===== config.mk =====
export PLATFORM = sky130hd
export DESIGN_NAME = uart_rx
export DESIGN_NICKNAME = d
export VERILOG_FILES = /design/src/rtl/uart_rx_pkg.sv /design/src/rtl/uart_rx_sync_2ff.sv /design/src/rtl/uart_rx.sv
export SDC_FILE = /design/constraint.sdc
export NUM_CORES = 1
export LEC_CHECK = 0
export CORE_MARGIN = 5
export CORE_UTILIZATION = 32
export DETAILED_ROUTE_END_ITERATION = 16
export PLACE_DENSITY = 0.59
export SKIP_CTS_REPAIR_TIMING = 1
export SYNTH_ARGS = -nofsm -noshare
export SYNTH_HDL_FRONTEND = slang
export SYNTH_HIERARCHICAL = 1
export SYNTH_SLANG_ARGS = --single-unit

===== constraint.sdc =====
create_clock -name clk -period 1.9 [get_ports clk]
set_input_delay 0.19 -clock clk [delete_from_list [all_inputs] [get_ports clk]]
set_output_delay 0.19 -clock clk [all_outputs]
set_load 0.01 [all_outputs]

===== src/rtl/uart_rx_pkg.sv =====
// Shared definitions for the uart_rx receiver.
//  - UART_CLKS_PER_BIT : default bit period in clk cycles (125 MHz / 115200)
//  - rx_state_e        : receiver FSM state codes
//  - cnt_width()       : width of the bit-period counter for a given bit period
package uart_rx_pkg;

  localparam int UART_CLKS_PER_BIT = 1085;

  typedef enum logic [2:0] {
    ST_IDLE  = 3'd0,
    ST_START = 3'd1,
    ST_DATA  = 3'd2,
    ST_STOP  = 3'd3,
    ST_BREAK = 3'd4
  } rx_state_e;

  // Counter must hold 0..clks-1; never narrower than one bit.
  function automatic int cnt_width(input int clks);
    return (clks > 1) ? $clog2(clks) : 1;
  endfunction

endpackage


===== src/rtl/uart_rx_sync_2ff.sv =====
// Two-flop synchronizer for a single asynchronous input.
// Ports:
//   clk  in  1  destination clock
//   rst  in  1  synchronous, active-high; both flops load RST_VAL
//   d    in  1  asynchronous input
//   q    out 1  synchronized output (2 cycles of latency)
module sync_2ff #(
  parameter logic RST_VAL = 1'b1
) (
  input  logic clk,
  input  logic rst,
  input  logic d,
  output logic q
);

  logic sync_p0;
  logic sync_p1;

  always_ff @(posedge clk) begin
    if (rst) begin
      sync_p0 <= RST_VAL;
      sync_p1 <= RST_VAL;
    end else begin
      sync_p0 <= d;
      // stage boundary: p0 may be metastable, p1 is the clean copy
      sync_p1 <= sync_p0;
    end
  end

  assign q = sync_p1;

endmodule


===== src/rtl/uart_rx.sv =====
// UART receiver, 8N1, LSB first, with a one-entry output buffer and a
// valid/ready handshake.
// Ports:
//   clk        in   1  system clock
//   rst        in   1  synchronous, active-high reset
//   rx         in   1  asynchronous serial line, idles high
//   rx_data    out  8  received byte, meaningful while rx_valid=1
//   rx_valid   out  1  buffer holds an unconsumed byte
//   rx_ready   in   1  consumer takes the byte on an edge with rx_valid & rx_ready
//   frame_err  out  1  one-cycle pulse: stop bit sampled low
//   overrun    out  1  one-cycle pulse: a byte landed while the buffer was still full
//   busy       out  1  FSM not idle
module uart_rx
  import uart_rx_pkg::*;
#(
  parameter int CLKS_PER_BIT = UART_CLKS_PER_BIT
) (
  input  logic       clk,
  input  logic       rst,
  input  logic       rx,
  output logic [7:0] rx_data,
  output logic       rx_valid,
  input  logic       rx_ready,
  output logic       frame_err,
  output logic       overrun,
  output logic       busy
);

  localparam int CW = cnt_width(CLKS_PER_BIT);
  localparam logic [CW-1:0] BIT_LAST  = CW'(CLKS_PER_BIT - 1);
  localparam logic [CW-1:0] HALF_LAST = CW'(CLKS_PER_BIT / 2 - 1);

  logic            rx_s;
  rx_state_e       state, state_n;
  logic [CW-1:0]   cnt, cnt_n;
  logic [2:0]      bit_idx, bit_idx_n;
  logic [7:0]      shreg, shreg_n;
  logic            byte_done, byte_done_n;
  logic            frame_err_n;

  // Reset value 1 keeps the line looking idle so reset cannot fake a start bit.
  sync_2ff #(.RST_VAL(1'b1)) u_sync (
    .clk (clk),
    .rst (rst),
    .d   (rx),
    .q   (rx_s)
  );

  // ---- FSM state and counters ----
  always_ff @(posedge clk) begin
    if (rst) begin
      state     <= ST_IDLE;
      cnt       <= '0;
      bit_idx   <= '0;
      byte_done <= 1'b0;
      frame_err <= 1'b0;
    end else begin
      state     <= state_n;
      cnt       <= cnt_n;
      bit_idx   <= bit_idx_n;
      byte_done <= byte_done_n;
      frame_err <= frame_err_n;
    end
  end

  // Shift register is pure data: its content only matters once a full frame
  // has been shifted in, so it needs no reset.
  always_ff @(posedge clk) begin
    shreg <= shreg_n;
  end

  always_comb begin
    state_n     = state;
    cnt_n       = cnt + 1'b1;
    bit_idx_n   = bit_idx;
    shreg_n     = shreg;
    byte_done_n = 1'b0;
    frame_err_n = 1'b0;

    case (state)
      ST_IDLE: begin
        cnt_n = '0;
        if (!rx_s) state_n = ST_START;
      end

      // Re-check the line at mid start bit; from here on every sample
      // is one full bit period later, i.e. at mid bit.
      ST_START: begin
        if (cnt == HALF_LAST) begin
          cnt_n = '0;
          if (!rx_s) begin
            state_n   = ST_DATA;
            bit_idx_n = '0;
          end else begin
            state_n = ST_IDLE;
          end
        end
      end

      ST_DATA: begin
        if (cnt == BIT_LAST) begin
          cnt_n   = '0;
          shreg_n = {rx_s, shreg[7:1]};
          if (bit_idx == 3'd7) state_n = ST_STOP;
          else bit_idx_n = bit_idx + 3'd1;
        end
      end

      // Leaving at mid stop bit lets a back-to-back start bit be seen.
      ST_STOP: begin
        if (cnt == BIT_LAST) begin
          cnt_n = '0;
          if (rx_s) begin
            byte_done_n = 1'b1;
            state_n     = ST_IDLE;
          end else begin
            frame_err_n = 1'b1;
            state_n     = ST_BREAK;
          end
        end
      end

      // A line stuck low must go high before another frame may start.
      ST_BREAK: begin
        cnt_n = '0;
        if (rx_s) state_n = ST_IDLE;
      end

      default: begin
        cnt_n   = '0;
        state_n = ST_IDLE;
      end
    endcase
  end

  // ---- output buffer ----
  // A new byte always wins: with rx_ready=1 the old byte counts as consumed,
  // with rx_ready=0 it is lost and overrun flags it.
  always_ff @(posedge clk) begin
    if (rst) begin
      rx_data  <= 8'h00;
      rx_valid <= 1'b0;
      overrun  <= 1'b0;
    end else begin
      overrun <= 1'b0;
      if (byte_done) begin
        rx_data  <= shreg;
        rx_valid <= 1'b1;
        overrun  <= rx_valid & ~rx_ready;
      end else if (rx_valid && rx_ready) begin
        rx_valid <= 1'b0;
      end
    end
  end

  assign busy = (state != ST_IDLE);

endmodule

==> summary.txt, run 1 <==
Rows = 25
Post-Synth Adder-Cell Area = 0.0393
Layout area overhead = 29.1%
Setup crit start kind = flip-flop
Yosys top cell area share = 0.390
Post-synth top cells = 31 x dfxtp_1, 23 x nor2_1, 9 x xor2_1, 8 x edfxtp_1, 8 x mux2i_1
Die width = 80.5 um
Vias in the first global route = 1213
Drt total wl = 3030 um
Post-synth EDFFs = 8
Via density = 4.76
Synth async-reset ratio = 0
Clk buf depth = 2
Worst-margin pin slew = 0.497 ns
Area of the core = 4790 um^2
Routed wire length per instance = 12.1 um
Synth Area in Compound Gates = 0.0606
Fin. Hold Viols = 0
Simple-Gate Fraction of Synth Area = 0.227
Post-Route M1 WL = 1390 um
Largest family of logic cells by synthesized area = simple AND/OR/NAND/NOR gates
Layout cell share with drive strength beyond 1 = 0.179
Area of placed instances = 1880 um^2
Via count = 1194
Critical path required time = 2.06 ns
Clk_lat worst skew = 0.29 ns
Slew margin rel. = 0.666
Syn Inst Count = 155
Arr. time, crit path = 2.00 ns
Critical-path cell list = ha_1 > ha_2 > nand2b_4 > or4_4 > a221oi_4 > o22ai_2
ANT nets after route = 0
Ant. Diodes = 0
Mean area per synthesized cell = 10.3 um^2
Total iterations of the first detailed-routing run = 4
Uppermost layer routed = met4
Minimum clock period after layout = 1.83 ns
Post-route insts no fill = 251
Port Buf Inserts = 15
Yosys reg bits = 39
Slew Limit Fails = 0
Max Cap Viol = 0
Top-count cell post-synth = dfxtp_1
FF-to-FF setup slack = 0.07 ns
Max VDD drop = 0.380 mV
Clock transition at path regs = 0.08 ns
All-Layer GR Usage = 0.101
Dpl hpwl = 2210 um
Clock Skew = 0.00585 ns
Pwr Total = 0.00155 W
Placer congestion estimate = 0.806
Die Ht = 80.5 um
Largest cells by area after synthesis = dfxtp_1 39%, edfxtp_1 15%, nor2_1 5.4%
TritonCTS clock tree = done
I/O pin count = 16
Post-Synth XOR/XNOR Area = 0.0551
Most used DFF post-synth = dfxtp_1
FF-to-FF End = bit_idx[0]
CTS root buf = clkbuf_8
H-tree lvl count = 2
Hold Crit Start = u_sync/sync_p0
CP Class = reg -> reg
Largest net degree at the start of global routing = 16
Finish-stage setup viols = 0
R2R depth = 6
Met2 routed WL = 1460 um
Buffer and inverter count on the worst path = 0
Mapped Area = 1590 um^2
Global route overflow = 0
Post-synthesis sequential area ratio = 0.541
Hold Path Stages = 1
Power per cell area = 755 nW/um^2
RSZ-0062 raised after global routing = false
Status = finished, final reports clean
Slowest cell on crit path = or4_4
Setup tns final = 0 ns
Final #Nets = 192
Final instance area = 2050 um^2
Initial antenna violation count = 0
Die Area = 6480 um^2
CP endpoint kind = flip-flop
Area leader, netlist = dfxtp_1
F_max = 545 MHz
Clock buffer count from CTS = 5
Post-synthesis mux area share = 0.0504
Fin crit share = 0.966
Critical path peak fanout = 3
Leak Pwr = 0.729 nW
Met3 WL = 164 um
Dpl cells = 242
Syn nets = 164
Yosys cell types = 38
CTS sink count = 39
DRC Markers = 0
Synthesis Warnings = 6
HP Class = reg -> reg
Worst R2R Start = bit_idx[0]
CP top delay family = simple AND/OR/NAND/NOR gates
Initial cell density of the core = 0.332
Worst Hold End = u_sync/q
Crit path largest cell delay = 0.43 ns
Drt initial violations = 54
First-pass GRT wire length = 5180 um
## per-stage QoR
step / setup WS, ns / utilization / hold WS (ns)
after global placement: 0.0186 / 0.393 / 0.389
after floorplan: 0.0851 / - / 0.266
after CTS: -0.0982 / 0.417 / 0.412
after global routing: 0.00109 / 0.429 / 0.433
after detailed placement: -0.0817 / 0.393 / 0.398
final: 0.0652 / 0.429 / 0.406
## kinds of logic (layout without fill, tap and decap cells)
family | after synthesis | count (layout)
XOR/XNOR | 10 | 10
buffers and inverters | 11 | 40
AND/OR/NAND/NOR | 67 | 67
multiplexers | 8 | 8
flip-flops | 39 | 39
AO/OA/AOI/OAI | 15 | 15
adder cells (fa/ha/maj) | 5 | 5
## layer usage
metal | track usage | vias to the layer above
met5 | 0 | -
met4 | 0.0321 | 0
met3 | 0.0381 | 2
met2 | 0.171 | 23
met1 | 0.117 | 568
li1 | - | 601
## sequential cells by signal, summed over array words and instances, names as in the netlist
| signal | cells |
|---|---|
| cnt | 11 |
| rx_data | 8 |
| shreg | 8 |
| bit_idx | 3 |
| state | 3 |
| byte_done | 1 |
| frame_err | 1 |
| overrun | 1 |
| rx_valid | 1 |
| u_sync/q | 1 |
| u_sync/sync_p0 | 1 |
## final cells by class
type,instances,area (um^2)
tap,67,83.8
inverter,5,18.8
fill,471,2730
sequential,39,863
multi-input combinational,105,732
clock inverter,3,43.8
clock buffer,5,68.8
timing repair buffer,27,243
## worst max-delay path by stage
stage	depth (start not counted)	end	slack, ns	from
floorplan	3	shreg[0]	0.09	cnt[7]
global placement	6	bit_idx[2]	0.02	bit_idx[0]
detailed placement	6	bit_idx[1]	-0.08	bit_idx[0]
CTS	6	bit_idx[1]	-0.1	bit_idx[0]
global route	6	bit_idx[0]	0.001	bit_idx[0]
finish	6	bit_idx[0]	0.07	bit_idx[0]
## power by group
group / switching (W) / internal [W]
logic: 0.0000134 / 0.0000143
clock network: 0.000287 / 0.000391
registers: 0.00000290 / 0.000843
## placed cells by master (no fill, tap or decap), types with 2 or more instances in the layout
cell              n
a21oi_1           4
and3_2            2
buf_4            12
clkbuf_8          5
clkdlybuf4s50_1  14
dfxtp_1          29
dfxtp_2           2
edfxtp_1          8
ha_1              4
inv_1             5
mux2i_1           8
nand2_1           7
nand2b_1          3
nand3_1           6
nand4_1           6
nor2_1           23
nor3_1            4
o21ai_0           2
o21ai_1           2
or2_1             2
xor2_1            9
Power figures use the tool's default switching activity.
==> inputs of run 2 (changes only) <==
--- a/config.mk
+++ b/config.mk
@@ -5,9 +5,11 @@
 export SDC_FILE = /design/constraint.sdc
 export NUM_CORES = 1
 export LEC_CHECK = 0
+export ABC_CLOCK_PERIOD_IN_PS = 1900
 export CORE_MARGIN = 5
 export CORE_UTILIZATION = 32
 export DETAILED_ROUTE_END_ITERATION = 16
+export GPL_TIMING_DRIVEN = 0
 export PLACE_DENSITY = 0.59
 export SKIP_CTS_REPAIR_TIMING = 1
 export SYNTH_ARGS = -nofsm -noshare
==> run 2 against run 1 <==
  * Setup slack lost 0.022 ns
  * Clock power grew 18%
  * Clock skew down 0.0017 ns
  * Sequential cell count unchanged
  * Global-route usage is 0.69 points lower
  * Non-clock buffer count fell by 4
  * Utilization rose by 0.18 points
  * Count of clock-buffer cells in the layout rose by 1
  * Cell area is 0.43% higher
  * Critical path depth is the same
  * Total power up 7.9%
==> summary.txt, run 2 (synthesis gave the netlist of run 1 again) <==
Clock buffer count from CTS = 5 (unchanged)
TritonCTS clock tree = done
Max VDD drop = 0.471 mV (+24%)
All-Layer GR Usage = 0.0939 (-0.00691)
Clock Skew = 0.00418 ns (-0.00166 ns)
First-pass GRT wire length = 4710 um (-9.1%)
Dpl hpwl = 1970 um (-11%)
Ant. Diodes = 0 (unchanged)
Status = finished, final reports clean
Commonest non-fill, non-tap cell in the layout = dfxtp_1
Post-route setup slack = 0.0433 ns (-0.0220 ns)
Die Ht = 80.5 um (unchanged)
Drt initial violations = 32 (-41%)
Final #Nets = 188 (-2.1%)
Placer congestion estimate = 0.753 (-6.5%)
Largest net degree at the start of global routing = 13 (-3)
Layout cell share with drive strength beyond 1 = 0.167 (-0.0127)
Rows = 25 (unchanged)
Initial antenna violation count = 0 (unchanged)
Biggest registers after layout = cnt (11), rx_data (8), shreg (8)
Clk_lat worst skew = 0.28 ns (about the same)
Clk buf depth = 2 (unchanged)
HP Class = reg -> reg
H-tree lvl count = 2 (unchanged)
CP endpoint kind = flip-flop
Largest register FFs = 11 (unchanged)
Vias in the first global route = 1055 (-13%)
F_max = 539 MHz (-1.2%)
Routed wire length per instance = 11.5 um (-4.5%)
Critical-path cell list = ha_4 > ha_4 > nand2b_4 > or4_4 > a221oi_4 > o22ai_1
Place WS = -0.226 ns (-0.144 ns)
Fin. Hold Viols = 0 (unchanged)
Minimum clock period after layout = 1.86 ns (+0.0220 ns)
Initial cell density of the core = 0.332 (unchanged)
Crit path largest cell delay = 0.52 ns (+0.09 ns)
Final core utilization = 0.431 (+0.00183)
Leak Pwr = 0.691 nW (-5.2%)
Via density = 4.57 (-3.8%)
Critical path required time = 2.06 ns (about the same)
ANT nets after route = 0 (unchanged)
Port Buf Inserts = 15 (unchanged)
Critical path peak fanout = 3 (unchanged)
Clock transition at path regs = 0.07 ns (about the same)
Area of the core = 4790 um^2 (unchanged)
Drt total wl = 2850 um (-6.1%)
Finish-stage setup viols = 0 (unchanged)
Pwr Total = 0.00167 W (+7.9%)
CP Class = reg -> reg
Global route overflow = 0 (unchanged)
CTS root buf = clkbuf_8
Slowest cell on crit path = or4_4
Slew margin rel. = 0.553 (-0.113)
RSZ-0062 raised after global routing = true
Total iterations of the first detailed-routing run = 4 (unchanged)
Fin crit share = 0.977 (+0.0116)
Worst-margin pin slew = 0.671 ns (+0.174 ns)
Layout area overhead = 29.7%
Die width = 80.5 um (unchanged)
Die Area = 6480 um^2 (unchanged)
Most common cell on crit path = ha_4
Max Cap Viol = 0 (unchanged)
Power per cell area = 812 nW/um^2 (+7.5%)
Slew Limit Fails = 0 (unchanged)
FF-to-FF setup slack = 0.04 ns (-0.02 ns)
CTS sink count = 39 (unchanged)
Via count = 1130 (-5.4%)
DRC Markers = 0 (unchanged)
Most frequent cells in the layout = 26 x dfxtp_1, 23 x nor2_1, 14 x clkdlybuf4s50_1, 9 x xor2_1
I/O pin count = 16 (unchanged)
Biggest register = cnt
Arr. time, crit path = 2.02 ns (+0.02 ns)
Setup crit start kind = flip-flop
run 2: cell count changes in the layout (fill, tap and decap cells not counted), moves of 2 or more:
cell / change
clkbuf_1: +5
ha_4: +2
dfxtp_1: -3
buf_4: -10
dfxtp_2: +3
run 2: worst paths after layout:
| kind | startpoint | end | cells after the start |
|---|---|---|---|
| worst min-delay path | u_sync/sync_p0 | u_sync/q | 1 |
| worst min register to register | u_sync/sync_p0 | u_sync/q | 1 |
| worst max register to register | bit_idx[0] | bit_idx[0] | 6 |
| worst max-delay path | bit_idx[0] | bit_idx[0] | 6 |
run 2: metrics by stage:
| step | hold WS (ns) | cell area [um^2] | TNS (ns) | instances |
|---|---|---|---|---|
| finish | 0.408 | 2060 | 0 | 247 |
| global route | 0.428 | 2060 | -0.0386 | 247 |
| floorplan | 0.266 | 1590 | 0 | 155 |
| detailed placement | 0.394 | 1820 | -2.03 | 237 |
| global placement | 0.393 | 1820 | -2.12 | 237 |
| CTS | 0.412 | 1960 | -1.99 | 245 |
run 2: where the power goes:
| part | switching (W) | internal, W | total [W] |
|---|---|---|---|
| clock | 0.000275 | 0.000525 | 0.000800 |
| sequential | 0.00000206 | 0.000843 | 0.000845 |
| combinational | 0.0000150 | 0.0000142 | 0.0000292 |
| total | 0.000292 | 0.00138 | 0.00167 |
run 2: layout make-up:
| type | count | area (um^2) |
|---|---|---|
| flip-flops and latches | 39 | 867 |
| well taps | 67 | 83.8 |
| plain buffers | 6 | 27.5 |
| multi-input cells | 105 | 764 |
| clock inverters | 2 | 60.1 |
| repair buffers | 17 | 168 |
| inverters | 5 | 18.8 |
| clock buffers | 6 | 72.6 |
| fillers | 453 | 2720 |
run 2: routing by layer:
metal / track usage / routed length (um)
met1: 0.119 / 1450
met2: 0.145 / 1240
met3: 0.0471 / 136
met4: 0.0152 / 19
met5: 0 / 0
run 2: worst max-delay path: cells and delay by family, from the launching register on:
family                   cells  cell delay, ns
AND/OR/NAND/NOR              2            0.65
AO/OA/AOI/OAI                2            0.43
flip-flops                   1            0.34
adder cells (fa/ha/maj)      2            0.31
==> inputs of run 3 (changes only) <==
--- a/config.mk
+++ b/config.mk
@@ -5,12 +5,13 @@
 export SDC_FILE = /design/constraint.sdc
 export NUM_CORES = 1
 export LEC_CHECK = 0
+export ABC_AREA = 1
 export ABC_CLOCK_PERIOD_IN_PS = 1900
 export CORE_MARGIN = 5
-export CORE_UTILIZATION = 32
+export CORE_UTILIZATION = 50
 export DETAILED_ROUTE_END_ITERATION = 16
 export GPL_TIMING_DRIVEN = 0
-export PLACE_DENSITY = 0.59
+export PLACE_DENSITY = 0.81
 export SKIP_CTS_REPAIR_TIMING = 1
 export SYNTH_ARGS = -nofsm -noshare
 export SYNTH_HDL_FRONTEND = slang
==> run 3 against run 2 <==
  * Die area shrank 27%
  * Count of clock-buffer cells in the layout fell by 1
  * Sequential cell count unchanged
  * Critical path depth is 2 higher
==> summary.txt, run 3 <==
Status = finished, final reports clean
Minimum clock period after layout = 1.77 ns (-0.0888 ns)
Max Cap Viol = 0 (unchanged)
All-Layer GR Usage = 0.136 (+0.0421)
Arr. time, crit path = 1.82 ns (-0.20 ns)
Post-synthesis mux area share = 0 (-0.0504)
Yosys top cell area share = 0.357 (-0.0337)
Worst-margin pin slew = 0.409 ns (-0.262 ns)
Yosys reg bits = 39 (unchanged)
Biggest register = cnt
Post-synthesis sequential area ratio = 0.495 (-0.0467)
Mean area per synthesized cell = 8.62 um^2 (-16%)
Post-synth top cells = 37 x nor2_1, 31 x dfxtp_1, 28 x inv_1, 26 x nand2_1, 13 x nor2_2
Largest net degree at the start of global routing = 14 (+1)
Max VDD drop = 0.504 mV (+6.9%)
Placer congestion estimate = 0.733 (-2.7%)
Worst Hold End = u_sync/sync_p0
Critical path peak fanout = 8 (+5)
FF-to-FF setup slack = 0.13 ns (+0.09 ns)
Dpl hpwl = 2110 um (+7.3%)
Ant. Diodes = 0 (unchanged)
Total iterations of the first detailed-routing run = 4 (unchanged)
FF-to-FF End = shreg[6]
Final core utilization = 0.610 (+0.180)
Global route overflow = 0 (unchanged)
Post-route insts no fill = 271 (+9.7%)
ANT nets after route = 0 (unchanged)
F_max = 566 MHz (+5.0%)
Leak Pwr = 0.806 nW (+17%)
Hold Path Stages = 3 (+2)
Post-Synth XOR/XNOR Area = 0.0352 (-0.0198)
Simple-Gate Fraction of Synth Area = 0.306 (+0.0797)
Biggest registers after layout = cnt (11), rx_data (8), shreg (8)
Clock Skew = 0.0111 ns (+0.00692 ns)
Synth async-reset ratio = 0 (unchanged)
Setup crit start kind = flip-flop
Clk buf depth = 2 (unchanged)
Vias in the first global route = 1176 (+11%)
First-pass GRT wire length = 5250 um (+12%)
CP Class = reg -> reg
Rows = 21 (-16%)
Initial cell density of the core = 0.517 (+0.185)
Final #Nets = 233 (+24%)
Finish-stage setup viols = 0 (unchanged)
Clock transition at path regs = 0.12 ns (+0.05 ns)
Area leader, netlist = dfxtp_1
Worst setup startpoint = cnt[1]
Syn Inst Count = 202 (+30%)
Mapped Area = 1740 um^2 (+9.4%)
Post-Synth Adder-Cell Area = 0.0359 (-0.00339)
Via density = 4.73 (+3.4%)
Area of the core = 3360 um^2 (-30%)
Drt total wl = 2920 um (+2.5%)
Die Area = 4760 um^2 (-27%)
Largest register FFs = 11 (unchanged)
Power per cell area = 878 nW/um^2 (+8.1%)
Fin. Hold Viols = 0 (unchanged)
HP Class = in -> reg
Largest cells by area after synthesis = dfxtp_1 36%, edfxtp_1 14%, nor2_1 8.0%
Initial antenna violation count = 0 (unchanged)
Synthesis Warnings = 6 (unchanged)
Area of placed instances = 1950 um^2 (+6.8%)
Fin crit share = 0.930 (-0.0467)
I/O pin count = 16 (unchanged)
Dpl cells = 263 (+11%)
Layout area overhead = 18.0%
Commonest non-fill, non-tap cell in the layout = nor2_1
Pwr Total = 0.00180 W (+7.7%)
Via count = 1282 (+13%)
Critical path required time = 1.95 ns (-0.11 ns)
DRC Markers = 0 (unchanged)
Die Ht = 69 um (-14%)
CTS root buf = clkbuf_4
Post-synth EDFFs = 8 (unchanged)
Final instance area = 2050 um^2 (-0.42%)
CTS sink count = 39 (unchanged)
Layout cell share with drive strength beyond 1 = 0.169 (+0.00222)
Hold Crit Start = rx
Largest family of logic cells by synthesized area = simple AND/OR/NAND/NOR gates
Worst R2R Start = cnt[1]
WHS = 0.365 ns (-0.0433 ns)
Slew margin rel. = 0.727 (+0.175)
Slew Limit Fails = 0 (unchanged)
TritonCTS clock tree = done
Yosys cell types = 27 (-29%)
CP endpoint kind = flip-flop
Drt initial violations = 42 (+31%)
Clk_lat worst skew = 0.36 ns (+0.08 ns)
Clock buffer count from CTS = 5 (unchanged)
Syn nets = 211 (+29%)
Most used DFF post-synth = dfxtp_1
Port Buf Inserts = 15 (unchanged)
Routed wire length per instance = 10.8 um (-6.6%)
Synth Area in Compound Gates = 0.0453 (-0.0153)
H-tree lvl count = 2 (unchanged)
Top-count cell post-synth = nor2_1
Most frequent cells in the layout = 36 x nor2_1, 30 x dfxtp_1, 28 x inv_1, 26 x nand2_1, 15 x clkdlybuf4s50_1
Die width = 69 um (-14%)
R2R depth = 8 (+2)
==> run 3: changes by cell type after synthesis, moves of 3 or more <==
cell / change
nand2b_1: -4
nand2_1: +19
nand3_1: +3
clkbuf_1: -4
o21ai_0: +6
nand2_4: +3
nor2_2: +13
nor2_1: +14
mux2i_1: -8
inv_1: +23
xor2_1: -4
==> run 3: report_power, final <==
part	internal [W]	switching [W]
logic	0.000145	0.000204
clock network	0.000277	0.000285
registers	0.000866	0.0000248
total	0.00129	0.000514
==> run 3: final cells by class <==
type / count / area (um^2)
clock buffer: 5 / 37.5
inverter: 29 / 109
timing repair buffer: 15 / 150
buffer: 3 / 35.0
clock inverter: 3 / 43.8
tap: 46 / 57.6
fill: 325 / 1310
multi-input combinational: 131 / 758
sequential: 39 / 862
==> run 3: logic make-up after synthesis <==
logic type      Yosys count
xor+xnor                  7
fa+ha+maj                 5
flops                    39
simple gates            104
buf+inv                  32
compound gates           15
==> run 3: per-stage QoR <==
step,setup WS [ns],TNS [ns]
after floorplan,0.0747,0
after global placement,-0.215,-1.72
after detailed placement,-0.283,-2.26
after CTS,-0.329,-2.59
after global routing,-0.0302,-0.191
final,0.132,0
==> run 3: worst max path at each step <==
stage / endpoint / slack, ns
floorplan: shreg[0] / 0.07
global placement: shreg[4] / -0.22
detailed placement: shreg[4] / -0.28
CTS: shreg[6] / -0.33
global route: shreg[6] / -0.03
finish: shreg[6] / 0.13
==> run 3: worst max-delay path, stage by stage, from the launching register on <==
cell and delay [ns]:
dfxtp_1 0.34, inv_1 0.11, ha_1 0.15, nand2_1 0.05, nor2_1 0.16, inv_1 0.10
nor4_4 0.18, inv_1 0.11, nor2_4 0.25
==> run 3: layer usage <==
layer	wire length, um	GRT usage
met4	48	0.0651
met2	1320	0.203
met5	0	0
met3	151	0.0436
met1	1400	0.176
